File: config.mk
export PLATFORM = sky130hd
export DESIGN_NAME = dist_1_2
export DESIGN_NICKNAME = d
export VERILOG_FILES = /design/src/rtl/dist_1_2_pkg.sv /design/src/rtl/dist_out_stage.sv /design/src/rtl/dist_1_2.sv
export SDC_FILE = /design/constraint.sdc
export NUM_CORES = 1
export LEC_CHECK = 0
export BUFFER_PORTS_ARGS = -buffer_cell sky130_fd_sc_hd__buf_2
export CORE_UTILIZATION = 44
export DETAILED_ROUTE_END_ITERATION = 7
export GPL_ROUTABILITY_DRIVEN = 0
export HOLD_SLACK_MARGIN = 0.03
export PLACE_DENSITY_LB_ADDON = 0.08
export SYNTH_ARGS = -nofsm -noshare
export SYNTH_HDL_FRONTEND = slang
export SYNTH_SLANG_ARGS = --single-unit
File: constraint.sdc
create_clock -name clk -period 1.9 [get_ports clk]
set_input_delay 0.095 -clock clk [delete_from_list [all_inputs] [get_ports clk]]
set_output_delay 0.095 -clock clk [all_outputs]
set_load 0.005 [all_outputs]
File: src/rtl/dist_1_2_pkg.sv
// dist_1_2_pkg: shared constants and lane stage state for the 1-to-2 stream distributor
package dist_1_2_pkg;
  localparam int DEF_WIDTH = 8;
  localparam int DEF_CW = 16;
  localparam logic LANE_A = 1'b0;
  localparam logic LANE_B = 1'b1;
  typedef enum logic {EMPTY = 1'b0, FULL = 1'b1} stage_t;
endpackage

File: src/rtl/dist_out_stage.sv
// dist_out_stage: single-entry valid/ready slice with drain counter; ports clk, rst, load, din, ready -> valid, dout, accept_ok, cnt
module dist_out_stage
  import dist_1_2_pkg::*;
#(
  parameter int WIDTH = DEF_WIDTH,
  parameter int CW = DEF_CW
) (
  input  logic             clk,
  input  logic             rst,
  input  logic             load,
  input  logic [WIDTH-1:0] din,
  input  logic             ready,
  output logic             valid,
  output logic [WIDTH-1:0] dout,
  output logic             accept_ok,
  output logic [CW-1:0]    cnt
);
  stage_t state, state_nx;
  logic drain;
  assign valid = (state == FULL);
  assign drain = valid & ready;
  assign accept_ok = !valid | ready;
  always_comb state_nx = load ? FULL : drain ? EMPTY : state;
  always_ff @(posedge clk) begin
    if (rst) begin
      state <= EMPTY;
      dout <= '0;
      cnt <= '0;
    end else begin
      state <= state_nx;
      if (load) dout <= din;
      if (drain) cnt <= cnt + CW'(1);
    end
  end
endmodule

File: src/rtl/dist_1_2.sv
// dist_1_2: registered 1-to-2 stream distributor; in_* stream routed by sel/alt to out_a_*/out_b_*, cnt_a/cnt_b count lane deliveries
module dist_1_2
  import dist_1_2_pkg::*;
#(
  parameter int WIDTH = DEF_WIDTH,
  parameter int CW = DEF_CW
) (
  input  logic             clk,
  input  logic             rst,
  input  logic [WIDTH-1:0] in_data,
  input  logic             in_valid,
  output logic             in_ready,
  input  logic             sel,
  input  logic             alt,
  output logic [WIDTH-1:0] out_a_data,
  output logic             out_a_valid,
  input  logic             out_a_ready,
  output logic [WIDTH-1:0] out_b_data,
  output logic             out_b_valid,
  input  logic             out_b_ready,
  output logic [CW-1:0]    cnt_a,
  output logic [CW-1:0]    cnt_b
);
  logic ptr, tgt, xfer, ok_a, ok_b;
  assign tgt = alt ? ptr : sel;
  // only the target lane gates acceptance, so a stalled other lane never blocks
  assign in_ready = !rst & (tgt == LANE_B ? ok_b : ok_a);
  assign xfer = in_valid & in_ready;
  always_ff @(posedge clk) begin
    if (rst) ptr <= LANE_A;
    else if (alt & xfer) ptr <= ~ptr;
  end
  dist_out_stage #(.WIDTH(WIDTH), .CW(CW)) stage_a (
    .clk(clk), .rst(rst), .load(xfer & (tgt == LANE_A)), .din(in_data), .ready(out_a_ready),
    .valid(out_a_valid), .dout(out_a_data), .accept_ok(ok_a), .cnt(cnt_a)
  );
  dist_out_stage #(.WIDTH(WIDTH), .CW(CW)) stage_b (
    .clk(clk), .rst(rst), .load(xfer & (tgt == LANE_B)), .din(in_data), .ready(out_b_ready),
    .valid(out_b_valid), .dout(out_b_data), .accept_ok(ok_b), .cnt(cnt_b)
  );
endmodule

Yosys cells after proc, flatten, opt, wreduce, memory -nomap -nowiden:

Index checks and enable logic that the tools add are counted.

* bitwise operators: 11
* multiplexer cells: 6
* $add $sub $neg: 2
* reductions and logical operators: 5

Operators with widths (number)
* 16-bit by 1-bit adder with 16-bit output, second input constant: 2
* 1-bit bitwise AND: 7
* 1-bit 2-to-1 mux: 6
* 2-bit nonzero test: 2
* 1-bit logical NOT: 3
* 1-bit inverter: 2
* 1-bit OR: 2

* output and inout port bits: 51
* bits of input ports: 15
* word-level logic and storage cells: 31
* flip-flop bits (word level): 51

Logic depth before layout (Yosys ltp):

Gate-level depths: netlist of the first run.

* depth in word-level cells: 7
* mapped depth: 5
* mapped depth without buffers: 5

By module:

From an unflattened synthesis of the first run, not the netlist that was laid out.

* cell total of the unflattened synthesis: 238
* area, all modules: 2267.2 µm²

By module, submodules not included
* dist_out_stage: seq. area each 500.5 µm², cells an instance 114, area an instance 1084.8 µm², instances 2
* dist_1_2: seq. area each 20.0 µm², cells an instance 10, area an instance 97.6 µm², instances 1

Least setup slack after synthesis of the first run:

Ideal clock, no wire load.

* path kind: reg-to-reg
* start point: register stage_a.cnt[4]
* end point: register stage_a.cnt[15]
* buffers on the path: 0
* arrival: 1.471 ns
* stages on the path, launching flop included: 5
* setup slack: 0.308 ns
* library setup time: 0.121 ns
* required time: 1.779 ns
* period minus slack after synthesis: 1.592 ns
* cells stage by stage: dfxtp_1 nand4_4 nor4_4 nor3b_2 mux2_2

* longest elaborated chain between the ends: 1

Ends and longest elaborated chain
* from (decl): line dist_out_stage.sv:16 `output logic [CW-1:0] cnt`
* from (signal assigned): line dist_out_stage.sv:32 `if (drain) cnt <= cnt + CW'(1);`
* 16-bit by 1-bit adder with 16-bit output: line dist_out_stage.sv:32

No other way between the ends.
A chain may end at the register's enable or synchronous reset.

Worst setup path in the final report of the first run:

* start point: register stage_a.cnt[3]
* end point: register stage_a.cnt[15]

The elaborated chain is that of the path after synthesis.

==> results of run 1 <==
==> worst max-delay path by stage <==
stage	slack [ns]	cells after the start	startpoint	to
after floorplan	0.31	4	stage_a.cnt[4]	stage_a.cnt[15]
after global placement	0.25	4	stage_a.cnt[3]	stage_a.cnt[15]
after detailed placement	0.19	4	stage_a.cnt[3]	stage_a.cnt[15]
after CTS	0.18	4	stage_a.cnt[3]	stage_a.cnt[15]
after global routing	0.11	4	stage_a.valid	stage_a.cnt[15]
final	0.20	4	stage_a.cnt[3]	stage_a.cnt[15]
==> registers in the layout, summed over array words and instances (netlist names) <==
| name | count |
|---|---|
| ptr | 1 |
| stage_b.cnt | 16 |
| stage_a.valid | 1 |
| stage_b.dout | 8 |
| stage_b.valid | 1 |
| stage_a.dout | 8 |
| stage_a.cnt | 16 |
==> cell usage after synthesis (all sizes together) (2+ instances only) <==
library cell	instances	area, sq um
dfxtp	51	1020
xnor2	15	131
inv	8	30.0
mux2	6	67.6
nor4b	2	23.8
nor3	7	35.0
nand3	12	72.6
and3	3	18.8
xor2	6	52.6
a31o	2	17.5
nor2	53	199
clkbuf	2	7.51
ha	2	25.0
nor4	6	52.6
a21oi	6	30.0
nand2	9	33.8
nand4	7	58.8
nand2b	2	12.5
nor2b	6	37.5
mux2i	18	180
buf	6	30.0
==> report_power, final <==
part,internal [mW],switching [mW],leakage (nW)
registers,1.09,0.0119,0.412
clock network,0.333,0.344,0.0515
logic,0.0540,0.0660,0.759
==> worst max-delay path, cell delays in order (launching register included) <==
cell and delay (ns):
dfxtp_1 0.47, nand4_4 0.19, nor4_4 0.38, nor3b_2 0.22, mux2_2 0.34
==> routing by layer <==
| metal | part of all wire | vias to the layer above |
|---|---|---|
| li1 | - | 945 |
| met1 | 0.49 | 829 |
| met2 | 0.45 | 45 |
| met3 | 0.052 | 7 |
| met4 | 0.012 | 0 |
| met5 | 0 | - |
==> cell families after synthesis <==
family,Yosys count
AOI/OAI and AO/OA,11
xor gates and xnor gates,21
adders and majority gates,2
buffers and inverters,16
DFF,51
muxes,24
and+or+nand+nor,113
==> metrics by stage <==
step                      hold WS [ns]  utilization  power, mW  cells
after CTS                       0.0333        0.571       1.92    376
after floorplan                  0.239            -       1.19    238
after detailed placement         0.351        0.550       1.24    368
final                           0.0415        0.571       1.89    376
after global routing            0.0486        0.571       1.98    376
after global placement           0.340        0.550       1.24    368
==> final cells by class <==
type,count,share of cell area
clock buffers,8,0.0366
inverters,8,0.0110
multi-input cells,171,0.413
flip-flops and latches,51,0.373
well taps,67,0.0307
repair buffers,71,0.135
==> results.md, run 1 <==
* First-pass GRT wire length at 7200 um
* Adder-cell share of the synthesized area at 0.0113
* Gr usage total at 0.175
* Most frequent cells in the layout: buf_2, nor2_1, dfxtp_1
* CTS max path bufs at 2
* Syn_nets at 255
* Met1 Track Usage GR at 0.233
* Xor and xnor area share after synthesis at 0.0832
* Met2 usage at 0.273
* Port buffer count at 65
* Fraction of final layout cells sized beyond drive strength 1 at 0.301
* Final Slew Violations at 0
* Placement Cell Area at 2630 sq um
* Most common cell after layout, fill and taps aside: buf_2
* Mapped Cells at 238
* Reg area at 1020 sq um
* Clk pin slew, worst setup/hold paths at 0.09 ns
* Drt first-iter violations at 82
* Synth cell types at 36
* Core area at 4790 sq um
* CTS buffer count at 5
* Main flop type after synthesis: dfxtp_1
* Area occupied by multi-input gates at 1130 sq um
* Main combinational cell family by area after synthesis: simple AND/OR/NAND/NOR gates
* DRC errors left at 0
* Post-CTS Hold Buffers at 0
* Worst Max-Slew Pin Slew at 0.361 ns
* Hold depth at 3
* Via count at 1826
* Clock H-tree levels at 2
* Final wirelength at 4400 um
* Top-Level Pins at 66
* Setup CP Type: reg2reg
* Hold Crit Endpoint: stage_a.dout[5]
* Startpoint types: flop
* Die ar. at 5310 sq um
* Clock Tree Root: clkbuf_8
* 1st-pass router iterations at 4
* Final worst slack at 0.199 ns
* Simple-gate portion of the synthesized area at 0.271
* Fin crit share at 0.895
* Yosys reg bits at 51
* Ant diodes at 0
* Die span in x at 72.9 um
* DR WL/cell at 11.7 um
* Asr flop ratio synth at 0
* Hold_sp: in_data[5]
* Hold Path Class: in2reg
* Clock sinks at 51
* Fmax at 0.588 GHz
* Fillers at 455
* R2R setup slack at 0.20 ns
* Power Density at 693 nW/um^2
* Largest net degree at the start of global routing at 38
* Worst EP required at 2.09 ns
* Syn-to-layout area delta at 23.7%
* Post-DRT Antenna Nets at 0
* Status: complete, no violations
* Die Ht at 72.9 um
* CP arrival at 1.89 ns
* Final instance area at 2730 sq um
* Postcts setup bufs at 0
* Synth Warn # at 0
* Reg2reg end: stage_a.cnt[15]
* Max-Cap Viols at 0
* Total gr overflow at 0
* Via density at 4.86
* Hold Vio Cnt, Final at 0
* Final TNS setup at 0 ns
* DP HPWL at 3180 um
* Max_slew headroom at 0.753
* Post-CTS resize count at 0
* Initial core utilization at 0.462
* M3 GR Usage at 0.0428
* Critical Path End Type: flop
* Nets at 325
* Gr busiest metal: met2
* Number of synthesized flops with an enable pin at 0
* Clock Latency Late Sink at 0.30 ns
* Cell area after synthesis at 2210 sq um
* RSZ-0062 raised after global routing: no
* Reg2reg start: stage_a.cnt[3]
* Static leakage at 1.22 nW
* Initial antenna violation count at 0
* Clk_skew at 0.00460 ns
* CTS tree: done
* Vias in the first global route at 1589
* Worst Path Max Fanout at 7
* Maximum vdd drop at 0.464 mV
* Syn Area/Cell at 9.29 sq um
* Mux cell area share after synthesis at 0.112
* Row count at 25
* Post-synthesis sequential area ratio at 0.462
* R2r worst-path depth at 4
* Place WS at 0.194 ns
* Synth Area in Compound Gates at 0.0306
* Clock period minus worst slack at 1.70 ns
* Final setup fails at 0
Power figures use the tool's default switching activity.
==> run 2, diff against run 1 <==
--- a/config.mk
+++ b/config.mk
@@ -5,12 +5,14 @@
 export SDC_FILE = /design/constraint.sdc
 export NUM_CORES = 1
 export LEC_CHECK = 0
+export ABC_AREA = 1
 export BUFFER_PORTS_ARGS = -buffer_cell sky130_fd_sc_hd__buf_2
 export CORE_UTILIZATION = 44
 export DETAILED_ROUTE_END_ITERATION = 7
 export GPL_ROUTABILITY_DRIVEN = 0
 export HOLD_SLACK_MARGIN = 0.03
 export PLACE_DENSITY_LB_ADDON = 0.08
+export SLEW_MARGIN = 25
 export SYNTH_ARGS = -nofsm -noshare
 export SYNTH_HDL_FRONTEND = slang
 export SYNTH_SLANG_ARGS = --single-unit
==> results.md, run 2 <==
* Status: complete, no violations (unchanged)
* Most area-consuming cells after synthesis: dfxtp_1, nor2_1, nand2_1 (was dfxtp_1, nor2_1, mux2i_1)
* R2R setup slack at 0.41 ns (was 0.20 ns)
* Initial antenna violation count at 0 (unchanged)
* Initial core utilization at 0.462 (about the same)
* Reg area at 1020 sq um (unchanged)
* Mapped Cells at 342 (was 238)
* Total gr overflow at 0 (unchanged)
* Syn Area/Cell at 6.99 sq um (was 9.29 sq um)
* Clk_skew at 0.00526 ns (was 0.00460 ns)
* Hold_sp: out_a_ready (was in_data[5])
* CP max stage cell: dfxtp_1 (unchanged)
* Post-DRT Antenna Nets at 0 (unchanged)
* Largest net degree at the start of global routing at 20 (was 38)
* Vias in the first global route at 1966 (was 1589)
* Final worst slack at 0.405 ns (was 0.199 ns)
* Core area at 5170 sq um (was 4790 sq um)
* Gr usage total at 0.192 (was 0.175)
* Synth Warn # at 0 (unchanged)
* Final wirelength at 5040 um (was 4400 um)
* Clock H-tree levels at 2 (unchanged)
* Die Ht at 75.7 um (was 72.9 um)
* CTS buffer count at 5 (unchanged)
* Synth cell types at 31 (was 36)
* Critical Path End Type: flop (unchanged)
* Final TNS setup at 0 ns (unchanged)
* Worst EP required at 2.08 ns (was 2.09 ns)
* Slowest cell delay on critical path at 0.39 ns (was 0.47 ns)
* Max_slew headroom at 0.664 (was 0.753)
* Power Density at 669 nW/um^2 (was 693 nW/um^2)
* Number of synthesized flops with an enable pin at 0 (unchanged)
* Crit path cell chain: ha_1, inv_1, nor2_1, nand3_1, inv_1, nand2_1, o21ai_0, a21oi_1 (was nand4_4, nor4_4, nor3b_2, mux2_2)
* DP HPWL at 3870 um (was 3180 um)
* Post-CTS Hold Buffers at 0 (unchanged)
* Clk pin slew, worst setup/hold paths at 0.09 ns (about the same)
* Top-Level Pins at 66 (unchanged)
* Nets at 427 (was 325)
* Via count at 2248 (was 1826)
* Yosys reg bits at 51 (unchanged)
* Most frequent cells in the layout: nor2_1, buf_2, nand2_1 (was buf_2, nor2_1, dfxtp_1)
* Fmax at 0.669 GHz (was 0.588 GHz)
* First-pass GRT wire length at 8380 um (was 7200 um)
* Clock sinks at 51 (unchanged)
* Fin crit share at 0.787 (was 0.895)
* Port buffer count at 65 (unchanged)
* Post-CTS resize count at 0 (unchanged)
* Area occupied by multi-input gates at 1100 sq um (was 1130 sq um)
* Cell repeated most along the worst path: inv_1
* Startpoint types: flop (unchanged)
* Largest registers: stage_a.cnt x16, stage_b.cnt x16 (unchanged)
* Row count at 26 (was 25)
* R2r worst-path depth at 8 (was 4)
* CTS max path bufs at 2 (unchanged)
* Die span in x at 75.7 um (was 72.9 um)
* Post-synthesis sequential area ratio at 0.427 (was 0.462)
* Clock period minus worst slack at 1.49 ns (was 1.70 ns)
* Setup CP Type: reg2reg (unchanged)
* Share of the synthesized area in the top cell type at 0.427 (was 0.462)
* Reg2reg start: stage_b.cnt[0] (was stage_a.cnt[3])
* Reg2reg end: stage_b.cnt[12] (was stage_a.cnt[15])
* Fraction of final layout cells sized beyond drive strength 1 at 0.226 (was 0.301)
* Final setup fails at 0 (unchanged)
* Asr flop ratio synth at 0 (unchanged)
* DRC errors left at 0 (unchanged)
* Hold Vio Cnt, Final at 0 (unchanged)
* CP arrival at 1.68 ns (was 1.89 ns)
* Count leader, synth: nor2_1 (unchanged)
* Crit path capture: stage_b.cnt[12] (was stage_a.cnt[15])
* Hold Path Class: in2reg (unchanged)
* Die ar. at 5730 sq um (was 5310 sq um)
* Commonest cells post-synth: nor2_1, nand2_1, inv_1 (was nor2_1, dfxtp_1, mux2i_1)
* Postcts setup bufs at 0 (unchanged)
* CTS tree: done (unchanged)
* Max-Cap Viols at 0 (unchanged)
* Maximum vdd drop at 0.508 mV (was 0.464 mV)
* Fillers at 526 (was 455)
* Worst Max-Slew Pin Slew at 0.501 ns (was 0.361 ns)
* Clock Tree Root: clkbuf_8 (unchanged)
* Critical Path Source: stage_b.cnt[0] (was stage_a.cnt[3])
* RSZ-0062 raised after global routing: no (unchanged)
* Syn_nets at 359 (was 255)
* Place WS at 0.438 ns (was 0.194 ns)
* Syn-to-layout area delta at 20.2% (was 23.7%)
* Worst Path Max Fanout at 4 (was 7)
* Ant diodes at 0 (unchanged)
* Clock Latency Late Sink at 0.29 ns (was 0.30 ns)
* Main flop type after synthesis: dfxtp_1 (unchanged)
* Via density at 4.67 (was 4.86)
* Most common cell after layout, fill and taps aside: nor2_1 (was buf_2)
* DR WL/cell at 10.5 um (was 11.7 um)
* Synth area leader: dfxtp_1 (unchanged)
* Static leakage at 1.40 nW (was 1.22 nW)
* Final Slew Violations at 0 (unchanged)
* Drt first-iter violations at 85 (was 82)
* Cell area after synthesis at 2390 sq um (was 2210 sq um)
* 1st-pass router iterations at 5 (was 4)
run 2: changes by cell type after synthesis, moves of 4 or more:
cell	change
a21oi_1	+19
buf_1	-4
inv_1	+46
mux2_2	-4
mux2i_1	-18
nand2_1	+48
nand2_2	+4
nand4_1	+8
nor2_1	+14
nor2b_1	-6
nor4_1	-4
o21ai_0	+15
xnor2_1	-15
xor2_1	-5
run 2: worst min path at each step:
| stage | cells after the start | endpoint |
|---|---|---|
| floorplan | 3 | ptr |
| global placement | 5 | stage_a.dout[6] |
| detailed placement | 4 | stage_a.valid |
| CTS | 4 | stage_a.valid |
| global route | 4 | ptr |
| finish | 4 | stage_a.valid |
run 2: cells by family (layout without fill, tap and decap cells):
logic type,after synthesis,after routing,share of synthesized area
DFF,51,51,0.427
adders and majority gates,2,2,0.0105
and+or+nand+nor,178,178,0.348
AOI/OAI and AO/OA,46,46,0.0990
buffers and inverters,64,133,0.112
xor gates and xnor gates,1,1,0.00367
run 2: layout make-up:
type,count,area share
Clock buffer,8,0.0348
Inverter,57,0.0745
Multi-Input combinational cell,227,0.384
Sequential cell,51,0.355
Tap cell,70,0.0305
Timing Repair Buffer,68,0.121
run 2: routing by layer:
| layer | up-vias | GRT usage | wire length, um |
|---|---|---|---|
| li1 | 1219 | - | - |
| met1 | 967 | 0.243 | 2420 |
| met2 | 58 | 0.322 | 2270 |
| met3 | 4 | 0.0516 | 302 |
| met4 | 0 | 0.0514 | 46 |
| met5 | - | 0 | 0 |
run 2: metrics by stage:
stage	total power [mW]	std cells	hold slack, ns	utilization	cell area [sq um]
6_report	1.92	481	0.134	0.555	2870
5_1_grt	2.02	481	0.153	0.555	2870
4_1_cts	1.96	481	0.118	0.555	2870
3_5_place_dp	1.29	473	0.443	0.536	2770
3_3_place_gp	1.28	473	0.441	0.536	2770
2_1_floorplan	1.23	342	0.301	-	2390
run 2: critical path: cells and delay by family, from the launching register on:
family                     cells  cell delay [ns]
AOI/OAI and AO/OA              2             0.22
adders and majority gates      1             0.17
buffers and inverters          2             0.17
DFF                            1             0.39
and+or+nand+nor                3             0.43
run 2: power breakdown:
part           internal, mW  leakage (nW)  total, mW  switching, mW
combinational        0.0611         0.938      0.157         0.0957
clock                 0.333        0.0515      0.662          0.329
sequential             1.09         0.413       1.10         0.0121
==> run 3, diff against run 2 <==
--- a/config.mk
+++ b/config.mk
@@ -5,7 +5,7 @@
 export SDC_FILE = /design/constraint.sdc
 export NUM_CORES = 1
 export LEC_CHECK = 0
-export ABC_AREA = 1
+export ABC_AREA = 0
 export BUFFER_PORTS_ARGS = -buffer_cell sky130_fd_sc_hd__buf_2
 export CORE_UTILIZATION = 44
 export DETAILED_ROUTE_END_ITERATION = 7
==> constraint.sdc (replaced) <==
create_clock -name clk -period 1.4 [get_ports clk]
set_input_delay 0.07 -clock clk [delete_from_list [all_inputs] [get_ports clk]]
set_output_delay 0.07 -clock clk [all_outputs]
set_load 0.005 [all_outputs]
==> results.md, run 3 (synthesis results as in run 1) <==
* Largest net degree at the start of global routing at 60 (was 20)
* Via density at 4.82 (was 4.67)
* Status: finished, violations left (was complete, no violations)
* Fraction of final layout cells sized beyond drive strength 1 at 0.499 (was 0.226)
* Crit. path cell count at 4 (was 8)
* Via count at 2061 (was 2248)
* Buffers and inverters on the worst path at 0 (was 2)
* Die Ht at 72.9 um (was 75.7 um)
* Slowest cell delay on critical path at 0.36 ns (was 0.39 ns)
* Worst Max-Slew Pin Slew at 0.328 ns (was 0.501 ns)
* Hold Path Class: in2reg (unchanged)
* Clock H-tree levels at 2 (unchanged)
* Startpoint types: flop (unchanged)
* Final setup fails at 5 (was 0)
* Fillers at 400 (was 526)
* DRC errors left at 0 (unchanged)
* Syn-to-layout area delta at 55.0% (was 20.2%)
* First-pass GRT wire length at 8370 um (was 8380 um)
* Static leakage at 1.57 nW (was 1.40 nW)
* Most frequent cells in the layout: buf_2, nor2_1, buf_4 (was nor2_1, buf_2, nand2_1)
* CTS max path bufs at 2 (unchanged)
* Hold depth at 3 (was 4)
* Tot Pwr at 2.75 mW (was 1.92 mW)
* Total gr overflow at 0 (unchanged)
* Top-Level Pins at 66 (unchanged)
* Largest registers: stage_a.cnt x16, stage_b.cnt x16 (unchanged)
* Final wirelength at 5210 um (was 5040 um)
* Power Density at 803 nW/um^2 (was 669 nW/um^2)
* Area occupied by multi-input gates at 1320 sq um (was 1100 sq um)
* Crit path cell chain: nand4_4, nor4_4, nor3b_2, mux2_4 (was ha_1, inv_1, nor2_1, nand3_1, inv_1, nand2_1, o21ai_0, a21oi_1)
* Clock period minus worst slack at 1.48 ns (was 1.49 ns)
* CP max stage cell: dfxtp_2 (was dfxtp_1)
* Post-DRT Antenna Nets at 0 (unchanged)
* CTS tree: done (unchanged)
* Vias in the first global route at 1989 (was 1966)
* CTS buffer count at 5 (unchanged)
* Drt first-iter violations at 56 (was 85)
* Fin crit share at 1.05 (was 0.787)
* CP arrival at 1.67 ns (was 1.68 ns)
* Initial core utilization at 0.462 (about the same)
* DR WL/cell at 12.2 um (was 10.5 um)
* Critical Path End Type: flop (unchanged)
* Nets at 377 (was 427)
* Max_slew headroom at 0.780 (was 0.664)
* Final instance area at 3430 sq um (was 2870 sq um)
* DP HPWL at 3460 um (was 3870 um)
* Reg area at 1060 sq um (was 1020 sq um)
* Core area at 4790 sq um (was 5170 sq um)
* Clock sinks at 51 (unchanged)
* R2r worst-path depth at 4 (was 8)
* Setup CP Type: reg2reg (unchanged)
* Initial antenna violation count at 0 (unchanged)
* Hold Vio Cnt, Final at 0 (unchanged)
* Placement Cell Area at 2930 sq um (was 2770 sq um)
* Row count at 25 (was 26)
* Gr usage total at 0.201 (was 0.192)
* Die span in x at 72.9 um (was 75.7 um)
* Final worst slack at -0.0753 ns (was 0.405 ns)
* Ant diodes at 0 (unchanged)
* Final Slew Violations at 0 (unchanged)
* Failing checks: negative setup slack
* Maximum vdd drop at 0.673 mV (was 0.508 mV)
* Clock Tree Root: clkbuf_8 (unchanged)
* Final TNS setup at -0.221 ns (was 0 ns)
* Most common cell after layout, fill and taps aside: buf_2 (was nor2_1)
* Delay-heaviest family, CP: simple AND/OR/NAND/NOR gates (unchanged)
* Worst EP required at 1.59 ns (was 2.08 ns)
* Clk pin slew, worst setup/hold paths at 0.10 ns (was 0.09 ns)
* RSZ-0062 raised after global routing: yes (was no)
* Max-Cap Viols at 0 (unchanged)
* Fmax at 0.678 GHz (was 0.669 GHz)
* Clk_skew at 0.00732 ns (was 0.00526 ns)
* Port buffer count at 65 (unchanged)
* Clock Latency Late Sink at 0.30 ns (was 0.29 ns)
* Die ar. at 5310 sq um (was 5730 sq um)
* 1st-pass router iterations at 4 (was 5)
* Worst Path Max Fanout at 3 (was 4)
## run 3: cell count changes in the layout (fill, tap and decap cells not counted), sizes merged, moves of 6 or more
cell / change
xnor2: +15
buf: +47
o21ai: -16
mux2: +6
dlygate4sd3: +8
nor2b: +6
mux2i: +18
a21oi: -19
nor2: -19
inv: -47
nand2: -53
nand4: -9
## run 3: metal layers
layer  up-vias  GRT usage  share of wire
met5         -          0              0
li1       1054          -              -
met4         0     0.0392          0.011
met3         6     0.0456          0.031
met1       960      0.237           0.47
met2        41      0.372           0.49
## run 3: through the flow
stage | worst slack [ns] | hold slack, ns | cells | utilization
after floorplan | -0.108 | 0.214 | 238 | -
after global placement | -0.0972 | 0.315 | 402 | 0.613
after detailed placement | -0.143 | 0.327 | 402 | 0.613
after CTS | -0.0896 | 0.0877 | 423 | 0.672
after global routing | -0.141 | 0.134 | 428 | 0.716
final | -0.0753 | 0.111 | 428 | 0.716
## run 3: final cells by class
type / instances / share of cell area
multi-input cells: 171 / 0.385
flip-flops and latches: 51 / 0.310
repair buffers: 123 / 0.238
well taps: 67 / 0.0245
clock buffers: 5 / 0.0201
clock inverters: 3 / 0.0139
inverters: 8 / 0.00877
## run 3: worst reg2reg max path, stage by stage, from the launching register on
cell	delay (ns)
dfxtp_2	0.36
nand4_4	0.12
nor4_4	0.31
nor3b_2	0.26
mux2_4	0.32
## run 3: repair_timing
item / in CTS / in global routing
buffers inserted: 5 / 5
resized for setup: 13 / 41
hold endpoints to repair: 15 / 0
endpoints found under the setup margin: 10 / 26
pin swaps: 8 / 19
hold buffers: 8 / 0
cloned: 0 / 1
## run 3: path summary, 6_finish.rpt
path | from | end | slack [ns]
worst max-delay path | stage_a.cnt[4] | stage_a.cnt[15] | -0.08
worst max register to register | stage_a.cnt[4] | stage_a.cnt[15] | -0.08
worst min register to register | stage_b.dout[6] | stage_b.dout[6] | 0.49
worst min-delay path | in_valid | ptr | 0.11
## run 3: where the power goes
| part | leakage (nW) | internal, mW | switching [mW] | total [mW] |
|---|---|---|---|---|
| clock | 0.0587 | 0.542 | 0.504 | 1.05 |
| sequential | 0.423 | 1.46 | 0.0159 | 1.48 |
| combinational | 1.08 | 0.116 | 0.109 | 0.225 |
